===== src/rtl/rom_arbiter_if.sv =====
// Requester-side bus of the ROM arbiter: fetch and data-load request/response channels.
interface rom_arbiter_if #(
  parameter int unsigned ADDRESS_WIDTH = 32,
  parameter int unsigned DATA_WIDTH    = 32
);
  logic                     if_req_valid;
  logic [ADDRESS_WIDTH-1:0] if_req_addr;
  logic                     if_req_ready;
  logic                     if_flush;
  logic                     if_rsp_valid;
  logic [DATA_WIDTH-1:0]    if_rsp_data;
  logic                     if_rsp_err;

  logic                     ld_req_valid;
  logic [ADDRESS_WIDTH-1:0] ld_req_addr;
  logic                     ld_req_ready;
  logic                     ld_rsp_valid;
  logic [DATA_WIDTH-1:0]    ld_rsp_data;
  logic                     ld_rsp_err;

  modport slave (
    input  if_req_valid, if_req_addr, if_flush, ld_req_valid, ld_req_addr,
    output if_req_ready, if_rsp_valid, if_rsp_data, if_rsp_err,
    output ld_req_ready, ld_rsp_valid, ld_rsp_data, ld_rsp_err
  );

  modport master (
    output if_req_valid, if_req_addr, if_flush, ld_req_valid, ld_req_addr,
    input  if_req_ready, if_rsp_valid, if_rsp_data, if_rsp_err,
    input  ld_req_ready, ld_rsp_valid, ld_rsp_data, ld_rsp_err
  );
endinterface


===== src/rtl/rom_arbiter.sv =====
// Round-robin arbiter sharing one single-port ROM between a fetch and a data-load requester.
// Fixed one-cycle response latency, no backpressure, fetch flush support.
module rom_arbiter #(
  parameter  int unsigned ADDRESS_WIDTH = 32,
  parameter  int unsigned DATA_WIDTH    = 32,
  parameter  int unsigned ROM_WORDS     = 1024,
  localparam int unsigned IDX_W         = (ROM_WORDS > 1) ? $clog2(ROM_WORDS) : 1
) (
  input  logic                  clk,
  input  logic                  rst_n,
  rom_arbiter_if.slave          bus,
  output logic                  rom_en,
  output logic [IDX_W-1:0]      rom_addr,
  input  logic [DATA_WIDTH-1:0] rom_dout,
  output logic [15:0]           grant_cnt_if,
  output logic [15:0]           grant_cnt_ld
);

  localparam logic [ADDRESS_WIDTH:0] ROM_LIMIT = (ADDRESS_WIDTH+1)'(ROM_WORDS);

  logic                     if_can;
  logic                     grant_if;
  logic                     grant_ld;
  logic                     accept;
  logic                     sel_err;
  logic [ADDRESS_WIDTH-1:0] sel_addr;

  logic             last_ld_q, last_ld_d;
  logic             pend_if_q, pend_if_d;
  logic             pend_ld_q, pend_ld_d;
  logic             err_q, err_d;
  logic [IDX_W-1:0] rom_addr_q, rom_addr_d;
  logic [15:0]      cnt_if_q, cnt_if_d;
  logic [15:0]      cnt_ld_q, cnt_ld_d;

  function automatic logic addr_err(input logic [ADDRESS_WIDTH-1:0] a);
    return (a[1:0] != 2'b00) || ({2'b00, a[ADDRESS_WIDTH-1:2]} >= ROM_LIMIT);
  endfunction

  // Arbitration, ROM request and next-state; rst_n gates the combinational handshake.
  always_comb begin
    if_can     = bus.if_req_valid && !bus.if_flush;
    grant_if   = rst_n && if_can && (!bus.ld_req_valid || last_ld_q);
    grant_ld   = rst_n && bus.ld_req_valid && !grant_if;
    accept     = grant_if || grant_ld;
    sel_addr   = grant_if ? bus.if_req_addr : bus.ld_req_addr;
    sel_err    = addr_err(sel_addr);

    rom_en     = accept && !sel_err;
    rom_addr   = rom_en ? sel_addr[IDX_W+1:2] : rom_addr_q;

    bus.if_req_ready = grant_if;
    bus.ld_req_ready = grant_ld;

    last_ld_d  = accept ? grant_ld : last_ld_q;
    pend_if_d  = grant_if;
    pend_ld_d  = grant_ld;
    err_d      = accept && sel_err;
    rom_addr_d = rom_addr;
    cnt_if_d   = cnt_if_q + 16'(grant_if && (cnt_if_q != 16'hFFFF));
    cnt_ld_d   = cnt_ld_q + 16'(grant_ld && (cnt_ld_q != 16'hFFFF));
  end

  // Responses follow the ROM read by one cycle; a flush in the response cycle also kills it.
  always_comb begin
    bus.if_rsp_valid = pend_if_q && !bus.if_flush;
    bus.if_rsp_err   = bus.if_rsp_valid && err_q;
    bus.if_rsp_data  = (bus.if_rsp_valid && !err_q) ? rom_dout : '0;
    bus.ld_rsp_valid = pend_ld_q;
    bus.ld_rsp_err   = bus.ld_rsp_valid && err_q;
    bus.ld_rsp_data  = (bus.ld_rsp_valid && !err_q) ? rom_dout : '0;
  end

  always_ff @(posedge clk or negedge rst_n) begin
    if (!rst_n) begin
      last_ld_q  <= 1'b1;
      pend_if_q  <= 1'b0;
      pend_ld_q  <= 1'b0;
      err_q      <= 1'b0;
      rom_addr_q <= '0;
      cnt_if_q   <= '0;
      cnt_ld_q   <= '0;
    end else begin
      last_ld_q  <= last_ld_d;
      pend_if_q  <= pend_if_d;
      pend_ld_q  <= pend_ld_d;
      err_q      <= err_d;
      rom_addr_q <= rom_addr_d;
      cnt_if_q   <= cnt_if_d;
      cnt_ld_q   <= cnt_ld_d;
    end
  end

  assign grant_cnt_if = cnt_if_q;
  assign grant_cnt_ld = cnt_ld_q;

endmodule


===== src/flat_wrapper.sv =====
// flat-port wrapper written by rule: the top's interface ports become plain ports
module rom_arbiter_flat 
#(
  parameter  int unsigned ADDRESS_WIDTH = 32,
  parameter  int unsigned DATA_WIDTH    = 32,
  parameter  int unsigned ROM_WORDS     = 1024,
  localparam int unsigned IDX_W         = (ROM_WORDS > 1) ? $clog2(ROM_WORDS) : 1
)
  (clk, rst_n, rom_en, rom_addr, rom_dout, grant_cnt_if, grant_cnt_ld, bus_if_req_valid, bus_if_req_addr, bus_if_flush, bus_ld_req_valid, bus_ld_req_addr, bus_if_req_ready, bus_if_rsp_valid, bus_if_rsp_data, bus_if_rsp_err, bus_ld_req_ready, bus_ld_rsp_valid, bus_ld_rsp_data, bus_ld_rsp_err);
  rom_arbiter_if #(.ADDRESS_WIDTH(ADDRESS_WIDTH), .DATA_WIDTH(DATA_WIDTH)) bus_i ();
  input  logic clk;
  input  logic rst_n;
  output logic rom_en;
  output logic [IDX_W-1:0] rom_addr;
  input  logic [DATA_WIDTH-1:0] rom_dout;
  output logic [15:0] grant_cnt_if;
  output logic [15:0] grant_cnt_ld;
  input wire logic [$bits(bus_i.if_req_valid)-1:0] bus_if_req_valid;
  input wire logic [$bits(bus_i.if_req_addr)-1:0] bus_if_req_addr;
  input wire logic [$bits(bus_i.if_flush)-1:0] bus_if_flush;
  input wire logic [$bits(bus_i.ld_req_valid)-1:0] bus_ld_req_valid;
  input wire logic [$bits(bus_i.ld_req_addr)-1:0] bus_ld_req_addr;
  output wire logic [$bits(bus_i.if_req_ready)-1:0] bus_if_req_ready;
  output wire logic [$bits(bus_i.if_rsp_valid)-1:0] bus_if_rsp_valid;
  output wire logic [$bits(bus_i.if_rsp_data)-1:0] bus_if_rsp_data;
  output wire logic [$bits(bus_i.if_rsp_err)-1:0] bus_if_rsp_err;
  output wire logic [$bits(bus_i.ld_req_ready)-1:0] bus_ld_req_ready;
  output wire logic [$bits(bus_i.ld_rsp_valid)-1:0] bus_ld_rsp_valid;
  output wire logic [$bits(bus_i.ld_rsp_data)-1:0] bus_ld_rsp_data;
  output wire logic [$bits(bus_i.ld_rsp_err)-1:0] bus_ld_rsp_err;
  assign bus_i.if_req_valid = bus_if_req_valid;
  assign bus_i.if_req_addr = bus_if_req_addr;
  assign bus_i.if_flush = bus_if_flush;
  assign bus_i.ld_req_valid = bus_ld_req_valid;
  assign bus_i.ld_req_addr = bus_ld_req_addr;
  assign bus_if_req_ready = bus_i.if_req_ready;
  assign bus_if_rsp_valid = bus_i.if_rsp_valid;
  assign bus_if_rsp_data = bus_i.if_rsp_data;
  assign bus_if_rsp_err = bus_i.if_rsp_err;
  assign bus_ld_req_ready = bus_i.ld_req_ready;
  assign bus_ld_rsp_valid = bus_i.ld_rsp_valid;
  assign bus_ld_rsp_data = bus_i.ld_rsp_data;
  assign bus_ld_rsp_err = bus_i.ld_rsp_err;
  rom_arbiter #(.ADDRESS_WIDTH(ADDRESS_WIDTH), .DATA_WIDTH(DATA_WIDTH), .ROM_WORDS(ROM_WORDS)) u_core (.clk(clk), .rst_n(rst_n), .bus(bus_i), .rom_en(rom_en), .rom_addr(rom_addr), .rom_dout(rom_dout), .grant_cnt_if(grant_cnt_if), .grant_cnt_ld(grant_cnt_ld));
endmodule

===== config.mk =====
export PLATFORM = sky130hd
export DESIGN_NAME = rom_arbiter_flat
export DESIGN_NICKNAME = d
export VERILOG_FILES = /design/src/rtl/rom_arbiter_if.sv /design/src/rtl/rom_arbiter.sv /design/src/flat_wrapper.sv
export SDC_FILE = /design/constraint.sdc
export NUM_CORES = 1
export LEC_CHECK = 0
export ABC_AREA = 1
export BUFFER_PORTS_ARGS = -buffer_cell sky130_fd_sc_hd__buf_4
export CAP_MARGIN = 30
export CELL_PAD_IN_SITES_DETAIL_PLACEMENT = 0
export CELL_PAD_IN_SITES_GLOBAL_PLACEMENT = 1
export CORE_MARGIN = 2
export CORE_UTILIZATION = 28
export DETAILED_ROUTE_END_ITERATION = 7
export GPL_TIMING_DRIVEN = 0
export PLACE_DENSITY_LB_ADDON = 0.15
export SYNTH_ARGS = -nofsm -noshare
export SYNTH_HDL_FRONTEND = slang
export SYNTH_SLANG_ARGS = --single-unit
export TNS_END_PERCENT = 5

===== constraint.sdc =====
create_clock -name clk -period 5.2 [get_ports clk]
set_clock_uncertainty 0.2 [all_clocks]
set_input_delay 0.52 -clock clk [delete_from_list [all_inputs] [get_ports clk]]
set_output_delay 0.52 -clock clk [all_outputs]
set_load 0.02 [all_outputs]

-- Word-level counts from Yosys, hierarchy flattened
Index checks and enable logic that the tools add are counted.
- register bits: 46
- input bits: 101
- $add $sub $neg: 2
- magnitude comparators: 1
- equal/unequal tests: 2
- muxes and demuxes: 4
- reduce and logical (&&, ||, !) cells: 23
- operators by type and width (cell ; count):
    $mux 32 ; 3
    $add 16x1->16 ; 2
    $ne 16x16->1 const B ; 2
    $ge 30x11->1 const B ; 1
    $logic_and 1x1->1 ; 14
    $mux 10 ; 1
    $logic_not 1->1 ; 5
    $logic_or 1x1->1 ; 3
    $reduce_bool 2->1 ; 1

-- Logic depth before layout (Yosys ltp)
- depth after elaboration: 10
- depth in mapped cells: 14

-- Worst setup path after synthesis
Ideal clock, no wire load.
- path type: reg2reg
- start: reg u_core.last_ld_q
- end: reg u_core.cnt_if_q[14], in the netlist u_core.grant_cnt_if[14]
- arrival time: 2.163 ns
- path slack: 2.757 ns
- cell stages (with the launch flop): 15
- cell sequence: dfstp_2 > inv_1 > nand2_1 > inv_2 > nor2_4 > inv_1 > buf_2 > a21oi_1 > ha_1 > ha_1 > nand3_2 > nor2_4 > nand4_2 > nor2_2 > xor2_1
- longest elaborated chain between the ends: 4
- RTL lines (item ; RTL line ; source):
    start: declaration ; rom_arbiter.sv:28 ; logic last_ld_q, last_ld_d;
    start signal: assignment ; rom_arbiter.sv:84 ; last_ld_q <= last_ld_d;
    $logic_or 1x1->1 ; rom_arbiter.sv:43 ; grant_if = rst_n && if_can && (!bus.ld_req_valid || last_ld_q);
    $logic_and 1x1->1 ; rom_arbiter.sv:43 ;
    $logic_and 1x1->1 ; rom_arbiter.sv:60 ; cnt_if_d = cnt_if_q + 16'(grant_if && (cnt_if_q != 16'hFFFF));
    $add 16x1->16 ; rom_arbiter.sv:60 ;
    via u_core.cnt_if_d[14] ; rom_arbiter.sv:33 ; logic [15:0] cnt_if_q, cnt_if_d;
    end signal: assignment ; rom_arbiter.sv:89 ; cnt_if_q <= cnt_if_d;
    end: declaration ; rom_arbiter.sv:33 ;
The timed path passes the listed nets, and every way through them passes these cells.
A chain may end at the register's enable or synchronous reset.

-- Worst setup path in the final report
- start: in rst_n
- end: reg u_core.cnt_if_q[14], in the netlist u_core.grant_cnt_if[14]
- longest elaborated chain between the ends: 4
- RTL lines (item ; RTL line ; source):
    start: declaration ; flat_wrapper.sv:12 ; input logic rst_n;
    $logic_and 1x1->1 (2 in series) ; rom_arbiter.sv:43 ;
    $logic_and 1x1->1 ; rom_arbiter.sv:60 ;
    $add 16x1->16 ; rom_arbiter.sv:60 ;
    via u_core.cnt_if_d[14] ; rom_arbiter.sv:33 ;
The timed path passes the listed nets, and every way through them passes these cells.

==> results.toml <==
[outcome]
status = "finished clean"

[sta]
rsz0062_at_grt = "false"
slew_headroom_pct = 58.9
drv_slew = 0
hold_viol_final = 0
fmax_mhz = 333
finalCriticalPeriod_ns = 3.01
fin_ws_ns = 2.19
fin_setup_tns_ns = 0
setup_viol = 0
tightest_slew_ns = 0.616
post-route-period-util_pct = 57.8
whs_ns = 0.0352

[pwr]
finalPower_mw = 1.01
p_leak_nw = 2.81
power.density_nw_per_um2 = 215
ir_drop_mv = 0.196

[placed_design]
place_area_um2 = 4580
post-place-ws_ns = 1.79
dp_cells = 744
portBuffers = 213
gp_congestion = 0.819
post-dp-hpwl_um = 7600

[clock_network]
clk_path_buf_depth = 2
cts_tree = "built"
cts_max_level = 2
cts.sinks = 46
cts_setup_buffers = 0
cts_made_buffers = 5
insertion_delay_ns = 0.30
cts-resized-gates = 0
cts_hold_buf = 0
cts-root-buf = "clkbuf_8"
clkSlewWorstSetupHoldPaths_ns = 0.09

[critical_path]
crit_path_max_incr_delay_ns = 0.48
arrival_ns = 3.03
reg2reg_slack_ns = 2.44
worst_setup_path_start_kind = "input pin"
path_buf_inv = 3
critPathMaxFanout = 49
crit_path_cell_trace = "buf_4, nand3_2, nor2_4, inv_1, buf_2, a21oi_1, ha_1, ha_1, nand3_2, nor2_4, nand4_2, nor2_2, xor2_1"
required_ns = 5.23
slowest_stage = "buf_4"
worstSetupPathType = "input pin to flip-flop"
cp_top_family = "simple AND/OR/NAND/NOR gates"
cp-end-kind = "flip-flop"

[final_layout]
areaGrowthSynthToFinish_pct = 66.8
drive_gt1_share_pct = 40.1
stdcell_area_um2 = 4690
fin_cells = 752
nets = 723
antennaDiodeCount = 0
final_util_pct = 48.0

[detailed_routing]
antenna_left = 0
via_per_inst = 4.20
drcViolationCount = 0
wire_per_inst_um = 12.3
vias = 3155
drt_iter0_markers = 99
first_pass_iters = 6
routed_wl_um = 9280

[die]
io_pins = 214
start_util_pct = 28.8
die_width_um = 104
die_y_um = 104
core_um2 = 9770
rows = 36
die_area_um2 = 10900

[job]
drv_cap = 0

[yosys]
yosysWarnings = 0
syn-num-nets = 503
synthesis.area_um2 = 2810
synth.distinct_cells = 27
synth_seq_cells = 46
synthCells = 398
syn_avg_cell_area_um2 = 7.07
ys_seq_area_share_pct = 41.0

[global_route]
grt_pass1_vias = 3091
overflow = 0
antenna_found_initial = 0
grt_pass1_wl_um = 15000
grt_max_degree = 50
gr-usage-all-layers_pct = 16.9

[worst_hold_path]
hp-class = "input pin to async pin"
-- sequential cells by signal, indices dropped and copies added (netlist names) --
| name | flops |
|---|---|
| u_core.grant_cnt_if | 16 |
| u_core.grant_cnt_ld | 16 |
| u_core.rom_addr_q | 10 |
| u_core.bus.ld_rsp_valid | 1 |
| u_core.err_q | 1 |
| u_core.last_ld_q | 1 |
| u_core.pend_if_q | 1 |
-- metal layers --
layer  vias up  wire [µm]  GRT usage (%)
met3        11        671           4.70
met4         0        146           5.02
met2       114       4970           32.6
met5         -          0              0
li1       1619          -              -
met1      1411       3480           17.8
-- worst paths after layout --
check | depth (start not counted) | to | startpoint
worst max-delay path | 13 | u_core.grant_cnt_if[14]$_DFF_PN0_ | rst_n
worst min-delay path | 1 | u_core.rom_addr_q[3]$_DFF_PN0_ | rst_n
min in group clk | 2 | u_core.rom_addr_q[8]$_DFF_PN0_ | u_core.rom_addr_q[8]$_DFF_PN0_
worst min register to register | 2 | u_core.rom_addr_q[8]$_DFF_PN0_ | u_core.rom_addr_q[8]$_DFF_PN0_
worst max register to register | 14 | u_core.grant_cnt_if[14]$_DFF_PN0_ | u_core.last_ld_q$_DFFE_PN1P_
max in group asynchronous | 1 | u_core.grant_cnt_ld[3]$_DFF_PN0_ | rst_n
-- power breakdown --
group | switching [mW] | internal [mW] | leakage, nW | total (mW)
clock | 0.125 | 0.144 | 0.0585 | 0.269
sequential | 0.0464 | 0.397 | 0.610 | 0.443
combinational | 0.155 | 0.142 | 2.15 | 0.296
total | 0.326 | 0.683 | 2.81 | 1.01
-- kinds of logic after synthesis --
| family | count (synthesis) | share of synthesized area, % |
|---|---|---|
| flip-flops | 46 | 41.0 |
| AO/OA/AOI/OAI | 3 | 0.667 |
| XOR/XNOR | 28 | 8.72 |
| AND/OR/NAND/NOR | 242 | 37.2 |
| adder cells (fa/ha/maj) | 4 | 1.78 |
| buffers and inverters | 75 | 10.6 |
-- cell usage in the layout (no fill, tap or decap) --
cell | netlist | routed
buf_4 | 2 | 215
nor2_1 | 99 | 99
nand2_1 | 95 | 95
inv_1 | 61 | 61
dfrtp_1 | 45 | 45
nand3_1 | 21 | 21
xor2_1 | 15 | 15
xnor2_1 | 13 | 13
clkbuf_1 | 6 | 6
nand2_2 | 5 | 5
clkbuf_8 | 0 | 5
nand3_2 | 4 | 4
nor3_1 | 4 | 4
ha_1 | 4 | 4
nand4_1 | 3 | 3
inv_2 | 3 | 3
nor2_4 | 3 | 3
nor4_1 | 2 | 2
buf_2 | 2 | 2
a21oi_1 | 2 | 2
nor2_2 | 2 | 2
nand4_2 | 1 | 1
nor3_4 | 1 | 1
and2_0 | 1 | 1
buf_6 | 1 | 1
nor3_2 | 1 | 1
a21oi_2 | 1 | 1
clkinv_2 | 0 | 1
inv_6 | 0 | 1
bufinv_16 | 0 | 1
dfstp_2 | 1 | 1
-- final cells by class --
class / instances / area, µm²
fill: 1003 / 5080
timing repair buffer: 213 / 1600
multi-input combinational: 277 / 1360
sequential: 46 / 1150
inverter: 64 / 240
tap: 133 / 166
clock buffer: 5 / 68.8
buffer: 11 / 58.8
clock inverter: 3 / 43.8
-- cells in the mapped netlist, drive strengths merged --
library cell,n,area (µm²)
nor2,104,418
nor3,6,46.3
nor4,2,12.5
clkbuf,6,22.5
ha,4,50.1
a21oi,3,18.8
dfrtp,45,1130
buf,5,36.3
and2,1,6.26
nand3,25,145
nand4,4,31.3
xnor2,13,114
dfstp,1,26.3
inv,64,240
xor2,15,131
nand2,100,388
-- worst register-to-register path: cells and delay by family, from the launching register on --
family | cells | cell delay (ns)
AO/OA/AOI/OAI | 1 | 0.15
buffers and inverters | 4 | 0.43
adder cells (fa/ha/maj) | 2 | 0.42
flip-flops | 1 | 0.52
AND/OR/NAND/NOR | 6 | 0.84
XOR/XNOR | 1 | 0.15
(Power assumes the default switching activity.)
